[src/rtl/dds_freq_est.sv]
// dds_freq_est
// Estimates the 32-bit frequency control word of a DDS from its truncated
// 12-bit phase output. The phase steps are summed over a gate of
// 2^GATE_LOG2 clk cycles, and the sum is scaled back up to a 32-bit word.
//
// Parameters
//   GATE_LOG2      log2 of the gate length in clk cycles (1..20)
//
// Ports
//   clk            system clock, rising edge
//   reset_n        synchronous active-low reset
//   start          measurement request, only honoured in IDLE
//   phase_in[11:0] truncated DDS phase, one sample per clk
//   busy           high while measuring or computing
//   est_valid      phase_inc_est holds a completed result
//   est_ready      consumer accepts the result when high with est_valid
//   phase_inc_est  estimated frequency control word
//   alias_err      a phase step >= half a turn was seen in the gate
//                  (present only when DDS_FREQ_EST_ALIAS_EN is defined)
//
// Build option
//   DDS_FREQ_EST_ALIAS_EN  adds the alias_err port and its detection logic.
//
// state   | meaning
// --------+----------------------------------------------------------
// IDLE    | waiting for start; last result still visible
// MEASURE | summing phase steps over the gate
// CALC    | scaling the sum into phase_inc_est
// DONE    | result valid, held until est_ready
module dds_freq_est #(
  parameter int GATE_LOG2 = 20
) (
  input  logic        clk,
  input  logic        reset_n,
  input  logic        start,
  input  logic [11:0] phase_in,
  output logic        busy,
  output logic        est_valid,
  input  logic        est_ready,
  output logic [31:0] phase_inc_est
`ifdef DDS_FREQ_EST_ALIAS_EN
  ,
  output logic        alias_err
`endif
);

  localparam int SUM_W = 12 + GATE_LOG2;
  // One 12-bit step corresponds to 2^20 in the 32-bit word; dividing by the
  // 2^GATE_LOG2 gate leaves a left shift of 20-GATE_LOG2.
  localparam int SHIFT = 20 - GATE_LOG2;

  typedef enum logic [1:0] {
    IDLE    = 2'd0,
    MEASURE = 2'd1,
    CALC    = 2'd2,
    DONE    = 2'd3
  } state_t;

  state_t state, state_nxt;

  logic [11:0]          prev_phase;
  logic [SUM_W-1:0]     sum;
  logic [GATE_LOG2-1:0] count;
  logic [11:0]          delta;
  logic                 count_last;
  logic [31:0]          sum_ext;
  logic [31:0]          result;

`ifdef DDS_FREQ_EST_ALIAS_EN
  logic alias_seen;
`endif

  // Unsigned wrap-around difference: a phase wrapping through zero still
  // yields the true positive step.
  assign delta      = phase_in - prev_phase;
  // count holds the number of deltas already summed; when it is all-ones
  // the delta summed at this edge is the last one of the gate.
  assign count_last = (count == {GATE_LOG2{1'b1}});
  assign sum_ext    = 32'(sum);
  assign result     = sum_ext << SHIFT;

  assign busy      = (state == MEASURE) || (state == CALC);
  assign est_valid = (state == DONE);

  always_ff @(posedge clk) begin
    if (!reset_n) begin
      state <= IDLE;
    end else begin
      state <= state_nxt;
    end
  end

  always_comb begin
    state_nxt = state;
    case (state)
      IDLE: begin
        if (start) state_nxt = MEASURE;
      end
      MEASURE: begin
        if (count_last) state_nxt = CALC;
      end
      CALC: begin
        state_nxt = DONE;
      end
      DONE: begin
        if (est_ready) state_nxt = IDLE;
      end
      default: begin
        state_nxt = IDLE;
      end
    endcase
  end

  always_ff @(posedge clk) begin
    if (!reset_n) begin
      prev_phase    <= '0;
      sum           <= '0;
      count         <= '0;
      phase_inc_est <= '0;
    end else begin
      case (state)
        IDLE: begin
          if (start) begin
            prev_phase <= phase_in;
            sum        <= '0;
            count      <= '0;
          end
        end
        MEASURE: begin
          // sum is wide enough for 2^GATE_LOG2 maximal steps, so no overflow.
          sum        <= sum + {{GATE_LOG2{1'b0}}, delta};
          prev_phase <= phase_in;
          count      <= count + 1'b1;
        end
        CALC: begin
          phase_inc_est <= result;
        end
        default: begin
        end
      endcase
    end
  end

`ifdef DDS_FREQ_EST_ALIAS_EN
  // A step of half a turn or more cannot be told apart from a negative
  // step, so any such delta in the gate flags the result as aliased.
  always_ff @(posedge clk) begin
    if (!reset_n) begin
      alias_seen <= 1'b0;
      alias_err  <= 1'b0;
    end else begin
      case (state)
        IDLE: begin
          if (start) alias_seen <= 1'b0;
        end
        MEASURE: begin
          alias_seen <= alias_seen | delta[11];
        end
        CALC: begin
          alias_err <= alias_seen;
        end
        DONE: begin
          if (est_ready) alias_err <= 1'b0;
        end
        default: begin
        end
      endcase
    end
  end
`endif

endmodule
[config.mk]
export PLATFORM = sky130hd
export DESIGN_NAME = dds_freq_est
export DESIGN_NICKNAME = d
export VERILOG_FILES = /design/src/rtl/dds_freq_est.sv
export SDC_FILE = /design/constraint.sdc
export NUM_CORES = 1
export LEC_CHECK = 0
export ABC_AREA = 1
export BUFFER_PORTS_ARGS = -buffer_cell sky130_fd_sc_hd__buf_2
export CAP_MARGIN = 30
export CORE_MARGIN = 10
export CORE_UTILIZATION = 54
export CTS_CLUSTER_SIZE = 14
export DETAILED_ROUTE_END_ITERATION = 16
export PLACE_DENSITY = 0.76
export SYNTH_ARGS = -nofsm -noshare
export SYNTH_HDL_FRONTEND = slang
export SYNTH_SLANG_ARGS = --single-unit
[constraint.sdc]
create_clock -name clk -period 2.8 [get_ports clk]
set_input_delay 0.28 -clock clk [delete_from_list [all_inputs] [get_ports clk]]
set_output_delay 0.28 -clock clk [all_outputs]
set_load 0.01 [all_outputs]
; Yosys cells after proc, flatten, opt, wreduce, memory -nomap -nowiden
; Cells that the tools add are included.
[totals]
elab_cells = 30
out_inout_bits = 34
ff_bits = 98
inputBits = 16
[classes]
n_eq_ne = 7
muxes = 10
n_addsub = 3
reduce_logical = 5
[ops]
columns = operator, n
row1 = $pmux 32 s2, 1
row2 = $pmux 20 s2, 1
row3 = $add 32x12->32, 1
row4 = $mux 32, 1
row5 = $pmux 12 s2, 1
row6 = $add 20x1->20 const B, 1
row7 = $eq 20x20->1 const B, 1
row8 = $mux 20, 1
row9 = $mux 12, 1
row10 = $sub 12x12->12, 1
row11 = $pmux 2 s4, 1
row12 = $mux 2, 3
row13 = $eq 2x2->1 const B, 2
row14 = $ne 2x2->1 const B, 2
row15 = $reduce_and 3->1, 1
row16 = $eq 2x1->1 const B, 1
row17 = $logic_not 2->1, 1
row18 = $ne 2x1->1 const B, 1
row19 = $reduce_and 2->1, 1
row20 = $reduce_bool 2->1, 1
row21 = $logic_or 1x1->1, 1

; Logic depth before layout (Yosys ltp)
; Gate-level depths: netlist (run 1).
[depth]
word_depth = 3
ltp_mapped = 21
depth_no_buf = 21

; Least setup slack after synthesis (run 1)
; No wires, ideal clock.
[synth_path]
path_kind = input to register
start = input phase_in[0]
end = register sum[25], in the netlist result[25]
path_stages = 19
setup_slack_ps = 166
t_required_ps = 2687
setup_time_ps = 113
t_arrival_ps = 2521
n_path_buf = 0
path_cell_list = inv_1 ha_1 inv_1 fa_1 a21oi_1 nor2_1 nor2_1 xnor2_1 ha_1 nand2_1 inv_1 a21oi_1 nor2_1 nor2_1 nand2_2 nand2_1 nand2_1 nand2_1 nor2_1
[synth_via]
elab_chain_cells = 3
[synth_rtl]
columns = element, line
row1 = "start, declared", 36  ; input logic [11:0] phase_in,
row2 = $sub 12x12->12, 75  ; assign delta = phase_in - prev_phase;
row3 = $add 32x12->32, 131  ; sum <= sum + {{GATE_LOG2{1'b0}}, delta};
row4 = $pmux 32 s2, 121  ; case (state)
row5 = "end signal, assigned", 131
row6 = "end, declared", 62  ; logic [SUM_W-1:0] sum;
; Every way passes these cells.
; A chain may end at the register's enable or synchronous reset.

; Final worst setup path (run 1)
[layout_path]
start = register prev_phase[0]
end = register sum[29], in the netlist result[29]
[layout_via]
elab_chain_cells = 3
[layout_rtl]
columns = element, line
row1 = "start, declared", 61  ; logic [11:0] prev_phase;
row2 = "start signal, assigned", 124  ; prev_phase <= phase_in;
row3 = "start signal, assigned", 132  ; prev_phase <= phase_in;
row4 = $sub 12x12->12, 75
row5 = $add 32x12->32, 131
row6 = $pmux 32 s2, 121
; Every way passes these cells.

==> impl_metrics.tcl, run 1 <==
set metrics [dict create \
    grt_max_degree 46 \
    p_switching_uw 2890 \
    slew_headroom 0.547 \
    min-delay-start "phase_in[11]" \
    holdPathStages 3 \
    clk_latency_ps 380 \
    layout_common_cells "nand2_1 (141), nor2_1 (104), dfxtp_1 (97), inv_1 (81), a21oi_1 (66)" \
    final_common_cell "nand2_1" \
    r2r_end "result[29]" \
    worst_setup_path_end_kind "flop" \
    crit_type "flop to flop" \
    synth_area_mm2 0.00535 \
    final_nets 903 \
    fp.dieW_um 120 \
    cts-root-buf "clkbuf_8" \
    synthFlopType "dfxtp_1" \
    pwr-share-seq 0.285 \
    startpoint_type "flop" \
    comb_power_share 0.576 \
    rsz0062_at_grt "yes" \
    report.final.setup_viol 0 \
    clock_sinks 98 \
    synthCells 773 \
    dieHeight_um 120 \
    rrSetupSlack_ps 50 \
    cp.required_ps 3080 \
    vias 5284 \
    dp_hpwl_mm 9.94 \
    antenna_left 0 \
    drtPass1Iterations 5 \
    clock_skew_ps 12.0 \
    grt_util_all_layers 0.192 \
    drv_cap 0 \
    cts-htree-levels 3 \
    fmax_mhz 363 \
    area_delta_synth_final_pct 22.8 \
    num_io_pins 50 \
    grt_overflow 0 \
    maxSlewViolCount 0 \
    antenna_found_initial 0 \
    n_antenna_cell 0 \
    grt_first_pass_wirelength_mm 23.4 \
    wirelength_mm 14.1 \
    drt_iter0_markers 287 \
    switching_share 0.438 \
    core.rowCount 36 \
    drive_gt1_frac 0.246 \
    core_mm2 0.00973 \
    fin_crit_sh 0.983 \
    ir_drop_v 0.000601 \
    powerDensity_mw_per_mm2 1000 \
    start_util 0.550 \
    r2r-start "prev_phase[0]" \
    ys_types 45 \
    drc 0 \
    ys_ff_latch 98 \
    hold_end "prev_phase[11]" \
    setup_tns_ps 0 \
    final_core_util 0.675 \
    worst_pin_slew_ps 679 \
    synth_fp_nets 822 \
    cts_tree "yes" \
    globalplace.congestion 0.902 \
    cp_max_fo 5 \
    min_path_type "input port to flop" \
    avgSynthCellArea_um2 6.92 \
    synthArstFlopShare 0 \
    cts_buffers 9 \
    p_clk_frac 0.139 \
    p_leak_uw 0.00287 \
    worst-r2r-cell-count 16 \
    die_area_mm2 0.0143 \
    min_period_ps 2750 \
    status "complete, no violations" \
    finalHoldViolCount 0 \
    grt_pass1_vias 5181 \
    ys_seq_area_frac 0.367 \
    drt-wirelength-per-cell_um 14.2 \
    io_buffers 49 \
    viasPerCell 5.33 \
    synth_edf_count 0 \
    ctsLongestPathBuffers 2 \
    hold_buffers 0 \
    yosys_warnings 0 \
    worstPathArrival_ps 3030 \
    internal-power_uw 3710 \
    clkSlewWorstSetupHoldPaths_ps 90 \
]
==> how the worst max path moves through the flow <==
stage	start	end	slack, ps	cells after the start
floorplan	phase_in[0]	result[25]	170	19
global placement	phase_in[0]	result[25]	-130	20
detailed placement	phase_in[0]	result[29]	-220	18
CTS	prev_phase[2]	result[23]	10	17
global route	prev_phase[0]	result[23]	-190	18
finish	prev_phase[0]	result[29]	50	16
==> stage by stage <==
step	power [µW]	setup WS (ps)	instance area (µm²)	hold slack, ps	cells
after floorplan	3950	166	5350	415	773
after global placement	4870	-130	5910	428	967
after detailed placement	4980	-223	5910	445	967
after CTS	6060	11.7	6170	145	987
after global routing	7100	-190	6570	202	991
final	6590	46.9	6570	177	991
==> synthesized netlist by cell type, types with 3 or more instances <==
cell | n | area, µm²
o21a_1 | 3 | 22.5
nand3_1 | 38 | 190
nor3_1 | 13 | 65.1
inv_1 | 86 | 323
nand2_2 | 4 | 25.0
nor2_1 | 114 | 428
xnor2_1 | 6 | 52.6
xor2_1 | 6 | 52.6
a31oi_1 | 3 | 18.8
nand4_1 | 6 | 37.5
nand2_1 | 162 | 608
dfxtp_1 | 98 | 1960
ha_1 | 31 | 388
nand3b_1 | 7 | 52.6
inv_2 | 4 | 15.0
o21ai_0 | 54 | 270
buf_2 | 5 | 25.0
a21oi_1 | 83 | 415
clkbuf_1 | 13 | 48.8
==> logic make-up after synthesis <==
kind of cell    synth area share
fa+ha+maj                 0.0800
compound gates             0.156
buf+inv                   0.0833
xor+xnor                  0.0196
simple gates               0.294
flops                      0.367
==> worst max-delay path, stage by stage, from the launching register on <==
cell and delay [ps]:
dfxtp_2 350, ha_4 150, inv_4 40, fa_2 400
a21oi_2 170, nor2_1 50, nor2_1 120, xnor2_1 160
ha_1 310, nand2_1 90, inv_2 70, a21oi_4 180
nor2_2 70, nor2_4 170, nand2_4 110, a21oi_2 160
nor2_1 50
==> power by group through the flow <==
stage	Clock [µW]	Combinational, µW	Sequential [µW]
after floorplan	0	2000	1950
after global placement	0	2980	1880
after detailed placement	0	3080	1900
after CTS	933	3260	1870
after global routing	988	4200	1920
final	914	3800	1880
==> cell type report <==
cell class | count | area [µm²]
Timing Repair Buffer | 91 | 561
Inverter | 90 | 343
Sequential cell | 98 | 1960
Multi-Input combinational cell | 564 | 3350
Clock buffer | 10 | 128
Clock inverter | 5 | 56.3
Fill cell | 848 | 3160
Tap cell | 133 | 166
==> layer usage <==
| metal | GRT usage | share of wire | up-vias |
|---|---|---|---|
| met5 | 0 | 0 | - |
| met4 | 0.0928 | 0.027 | 0 |
| met3 | 0.0398 | 0.049 | 32 |
| met2 | 0.329 | 0.49 | 121 |
| met1 | 0.225 | 0.43 | 2454 |
| li1 | - | - | 2677 |
==> repair_timing <==
action                                  4_1_cts  5_1_grt
endpoints found under the setup margin       17       26
buffers inserted                              4        4
pin swaps                                     8       37
gates resized for setup                      15       85
cloned                                        1        0
==> registers in the layout, summed over array words and instances (netlist names) <==
signal / flops
phase_inc_est: 32
prev_phase: 12
result: 32
count: 20
state: 2
Note: power is estimated with default switching activity, not from simulation.
==> run 2: changes to the inputs <==
--- a/config.mk
+++ b/config.mk
@@ -13,6 +13,8 @@
 export CTS_CLUSTER_SIZE = 14
 export DETAILED_ROUTE_END_ITERATION = 16
 export PLACE_DENSITY = 0.76
+export SETUP_SLACK_MARGIN = 0.5
+export SLEW_MARGIN = 20
 export SYNTH_ARGS = -nofsm -noshare
 export SYNTH_HDL_FRONTEND = slang
 export SYNTH_SLANG_ARGS = --single-unit
==> impl_metrics.tcl, run 2 (synthesized netlist as in run 1, its figures left out) <==
set metrics [dict create \
    status "complete, no violations" \
    ctsLongestPathBuffers 2 \
    worstPathArrival_ps 3070 \
    core_mm2 0.00973 \
    power_uw 6950 \
    cp.required_ps 3090 \
    path_depth 17 \
    slew_headroom 0.521 \
    endpoint "result[25]" \
    p_switching_uw 3130 \
    grtUsageMet3 0.0436 \
    final_cells 988 \
    final_common_cell "nand2_1" \
    wirelength_mm 14.9 \
    drt_iter0_markers 375 \
    layout_common_cells "nand2_1 (136), nor2_1 (104), dfxtp_1 (93), inv_1 (75), a21oi_1 (58)" \
    comb_power_share 0.594 \
    io_buffers 49 \
    use_met1 0.258 \
    min_period_ps 2790 \
    n_antenna_cell 0 \
    grt_max_degree 35 \
    pwr-share-seq 0.274 \
    grt_overflow 0 \
    r2r-start "prev_phase[1]" \
    dp_cells 942 \
    vias 5354 \
    die_area_mm2 0.0143 \
    p_clk_frac 0.132 \
    cp-startpoint "prev_phase[1]" \
    cts_buffers 9 \
    clkSlewWorstSetupHoldPaths_ps 100 \
    globalplace.congestion 0.941 \
    startpoint_type "flop" \
    clock_sinks 98 \
    cts_tree "yes" \
    num_io_pins 50 \
    finalHoldViolCount 0 \
    cp.buffers_inverters 2 \
    maxSlewViolCount 0 \
    crit_family "simple AND/OR/NAND/NOR gates" \
    report.final.setup_viol 0 \
    powerDensity_mw_per_mm2 1020 \
    r2r_end "result[25]" \
    worst_setup_path_end_kind "flop" \
    drt-wirelength-per-cell_um 15.1 \
    clk_latency_ps 380 \
    worst-r2r-cell-count 17 \
    internal-power_uw 3820 \
    grt_util_all_layers 0.201 \
    clock_skew_ps 10.7 \
    grt_pass1_vias 5241 \
    fin_crit_sh 0.995 \
    dp_hpwl_mm 10.1 \
    cpMostUsedCell "nand2_2" \
    drive_gt1_frac 0.294 \
    fp.dieW_um 120 \
    antenna_left 0 \
    crit_type "flop to flop" \
    cp_max_fo 5 \
    core.rowCount 36 \
    drc 0 \
    hold_buffers 0 \
    global_route.usage.met2 0.331 \
    drtPass1Iterations 5 \
    slowest_delay_ps 360 \
    area_delta_synth_final_pct 27.0 \
    min_path_type "input port to flop" \
    switching_share 0.451 \
    ir_drop_v 0.000628 \
    final_core_util 0.698 \
    final_nets 899 \
    rrSetupSlack_ps 10 \
    cp_slowest_cell "dfxtp_2" \
    worst_pin_slew_ps 718 \
    cts-htree-levels 3 \
    p_leak_uw 0.00291 \
    fmax_mhz 359 \
    rsz0062_at_grt "yes" \
    cts-root-buf "clkbuf_8" \
    antenna_found_initial 0 \
    viasPerCell 5.42 \
    dieHeight_um 120 \
    grt_busiest_layer "met2" \
    start_util 0.550 \
    drv_cap 0 \
    path_cells "inv_2 > ha_2 > nand2_2 > o21ai_4 > nand3_2 > o2111ai_2 > xor2_1 > ha_1 > buf_4 > nand3_1 > nor2_1 > nor2_2 > nand2_2 > nand2_2 > nand2_1 > nand2_1 > nor2_1" \
    grt_first_pass_wirelength_mm 24.2 \
]
## run 2: how the worst min path moves through the flow
stage                       from        endpoint  slack (ps)  cells past startpoint
floorplan            phase_in[0]   prev_phase[0]         410                      2
global placement        count[4]        count[4]         430                      2
detailed placement      count[4]        count[4]         450                      2
CTS                 phase_in[11]  prev_phase[11]         150                      3
global route        phase_in[11]  prev_phase[11]         160                      3
finish              phase_in[11]  prev_phase[11]         160                      3
## run 2: power by group through the flow
stage               logic [µW]  registers (µW)  clock network (µW)
finish                    4130            1910                 918
global route              4540            1940                 990
CTS                       3600            1890                 929
detailed placement        2970            1920                   0
global placement          2910            1890                   0
floorplan                 2120            1950                   0
## run 2: per-layer routing
layer / vias up / part of all wire
met2: 139 / 0.48
met4: 0 / 0.015
met1: 2513 / 0.46
li1: 2677 / -
met5: - / 0
met3: 25 / 0.052
## run 2: repair_timing
action / 4_1_cts / 5_1_grt
resized for setup: 59 / 68
pin swaps: 43 / 42
buffers inserted: 17 / 12
setup endpoints to repair: 30 / 47
cloned: 1 / 0
## run 2: through the flow
step,TNS (ps),setup slack [ps],area [µm²],hold slack [ps]
after floorplan,0,334,5480,407
after global placement,0,32.4,5850,430
after detailed placement,-64.9,-30.6,5850,446
after CTS,0,161,6470,150
after global routing,-1570,-129,6790,161
final,0,14.9,6790,156
## run 2: area by class of cell
type / instances / area [µm²]
multi-input cells: 564 / 3560
flip-flops and latches: 98 / 1970
well taps: 133 / 166
repair buffers: 87 / 546
inverters: 90 / 353
clock buffers: 11 / 151
fillers: 846 / 2940
clock inverters: 5 / 43.8
## run 2: worst reg2reg max path, delay by kind of cell, from the launching register on
family / cells / cell delay [ps]
buffers and inverters: 2 / 220
adder cells (fa/ha/maj): 2 / 620
AO/OA/AOI/OAI: 2 / 330
XOR/XNOR: 1 / 220
flip-flops: 1 / 360
AND/OR/NAND/NOR: 10 / 950
==> run 3: changes to the inputs <==
--- a/config.mk
+++ b/config.mk
@@ -8,11 +8,11 @@
 export ABC_AREA = 1
 export BUFFER_PORTS_ARGS = -buffer_cell sky130_fd_sc_hd__buf_2
 export CAP_MARGIN = 30
-export CORE_MARGIN = 10
-export CORE_UTILIZATION = 54
+export CORE_MARGIN = 2
+export CORE_UTILIZATION = 55
 export CTS_CLUSTER_SIZE = 14
 export DETAILED_ROUTE_END_ITERATION = 16
-export PLACE_DENSITY = 0.76
+export PLACE_DENSITY = 0.74
 export SETUP_SLACK_MARGIN = 0.5
 export SLEW_MARGIN = 20
 export SYNTH_ARGS = -nofsm -noshare
==> constraint.sdc (replaced) <==
create_clock -name clk -period 3.5 [get_ports clk]
set_input_delay 0.35 -clock clk [delete_from_list [all_inputs] [get_ports clk]]
set_output_delay 0.35 -clock clk [all_outputs]
set_load 0.01 [all_outputs]
==> impl_metrics.tcl, run 3 (synthesized netlist as in run 1, its figures left out) <==
set metrics [dict create \
    cp_max_fo 5 \
    path_cells "ha_4 > inv_2 > fa_2 > a21oi_2 > nor2_1 > nor2_1 > xnor2_1 > ha_1 > nand2_1 > nand2_1 > a21oi_2 > nor2_1 > nor2_2 > nand2_2 > buf_4 > nand2_1 > nand2_1 > a21oi_1" \
    core.rowCount 35 \
    grt_busiest_layer "met2" \
    cts-root-buf "clkbuf_8" \
    grt_util_all_layers 0.257 \
    cpMostUsedCell "nand2_1" \
    cts-htree-levels 3 \
    cp.buffers_inverters 2 \
    drt_iter0_markers 239 \
    min_period_ps 2890 \
    globalplace.congestion 0.924 \
    worst_pin_slew_ps 724 \
    fin_crit_sh 0.824 \
    core_mm2 0.00933 \
    area_delta_synth_final_pct 16.3 \
    status "complete, no violations" \
    cts_tree "yes" \
    rsz0062_at_grt "no" \
    io_buffers 49 \
    vias 5146 \
    clock_skew_ps 8.24 \
    final_common_cell "nand2_1" \
    cp_slowest_cell "fa_2" \
    layout_common_cells "nand2_1 (159), nor2_1 (110), dfxtp_1 (97), inv_1 (85), a21oi_1 (77)" \
    report.final.setup_viol 0 \
    powerDensity_mw_per_mm2 773 \
    startpoint_type "flop" \
    clk_latency_ps 370 \
    fill_cells 833 \
    grt_pass1_vias 4776 \
    setup_tns_ps 0 \
    worstPathArrival_ps 3190 \
    wirelength_mm 13.0 \
    slew_headroom 0.517 \
    global_route.usage.met2 0.420 \
    clock_sinks 98 \
    fmax_mhz 347 \
    final_core_util 0.667 \
    drt-wirelength-per-cell_um 13.5 \
    slowest_delay_ps 420 \
    preCtsSetupSlack_ps 288 \
    crit_type "flop to flop" \
    drc 0 \
    min_path_type "input port to flop" \
    maxSlewViolCount 0 \
    p_leak_uw 0.00274 \
    area.sequential_mm2 0.00196 \
    die_area_mm2 0.0105 \
    grt_max_degree 49 \
    ctsLongestPathBuffers 2 \
    drtPass1Iterations 5 \
    n_antenna_cell 0 \
    viasPerCell 5.37 \
    antenna_left 0 \
    drive_gt1_frac 0.171 \
    grt_overflow 0 \
    cts_buffers 9 \
    worst_setup_path_end_kind "flop" \
    ir_drop_v 0.000536 \
    dieHeight_um 103 \
    fp.dieW_um 103 \
    clkSlewWorstSetupHoldPaths_ps 100 \
    final_nets 874 \
    grt_first_pass_wirelength_mm 21.7 \
    num_io_pins 50 \
    crit_family "adder cells" \
    cp.required_ps 3810 \
    grtUsageMet3 0.0427 \
    antenna_found_initial 0 \
    use_met1 0.346 \
    finalHoldViolCount 0 \
    drv_cap 0 \
    setup_ws_ps 615 \
    multiInputGateArea_mm2 0.00322 \
    start_util 0.573 \
    dp_hpwl_mm 9.14 \
]
-- run 3: cell types whose count changed in the layout (fill, tap and decap cells not counted), moves of 5 or more --
cell     previous run  this run
nand3_2            15         6
nor2_2             10         5
a21oi_2            21         6
nand2_1           136       159
nand3_1            22        32
a21oi_1            58        77
nor2_1            104       110
buf_4              34        13
inv_1              75        85
nand2_2            26         6
inv_2              11         5
-- run 3: worst paths after layout --
kind / start / endpoint / slack (ps) / cells after the start
hold / removal: phase_in[11] / prev_phase[11] / 240 / 3
setup reg to reg: prev_phase[0] / result[13] / 610 / 18
hold reg to reg: count[4] / count[4] / 460 / 2
setup / recovery: prev_phase[0] / result[13] / 610 / 18
-- run 3: routing by layer --
layer	share of wire	wire (µm)
met4	0.014	188
met5	0	0
met3	0.049	636
met2	0.45	5820
met1	0.49	6340
-- run 3: repair_timing --
item | CTS | global route
setup endpoints to repair | 1 | 24
hold buffers | 0 | 0
setup buffers | 1 | 7
cloned | 0 | 1
pin swaps | 1 | 17
resized for setup | 1 | 52
-- run 3: stage by stage --
step / power (µW) / instance area [µm²] / std cells / hold WS, ps
floorplan: 3160 / 5350 / 773 / 421
detailed placement: 3740 / 5690 / 934 / 438
finish: 4810 / 6220 / 959 / 241
global placement: 3700 / 5690 / 934 / 430
global route: 5230 / 6220 / 959 / 270
CTS: 4500 / 5890 / 951 / 240
-- run 3: area by class of cell --
cell class,count,share of cell area
Multi-Input combinational cell,564,0.518
Sequential cell,98,0.316
Timing Repair Buffer,62,0.0551
Inverter,90,0.0543
Tap cell,129,0.0260
Clock buffer,10,0.0221
Clock inverter,6,0.00926
-- run 3: worst min-delay path: stages --
cell and delay [ps]:
buf_2 100, nor2_1 40, nor2_1 90
-- run 3: where the power goes --
group          leakage [µW]  total, µW  switching [µW]  internal (µW)
sequential         0.000798       1500             139           1360
combinational       0.00184       2570            1580            995
clock              0.000101        734             438            296
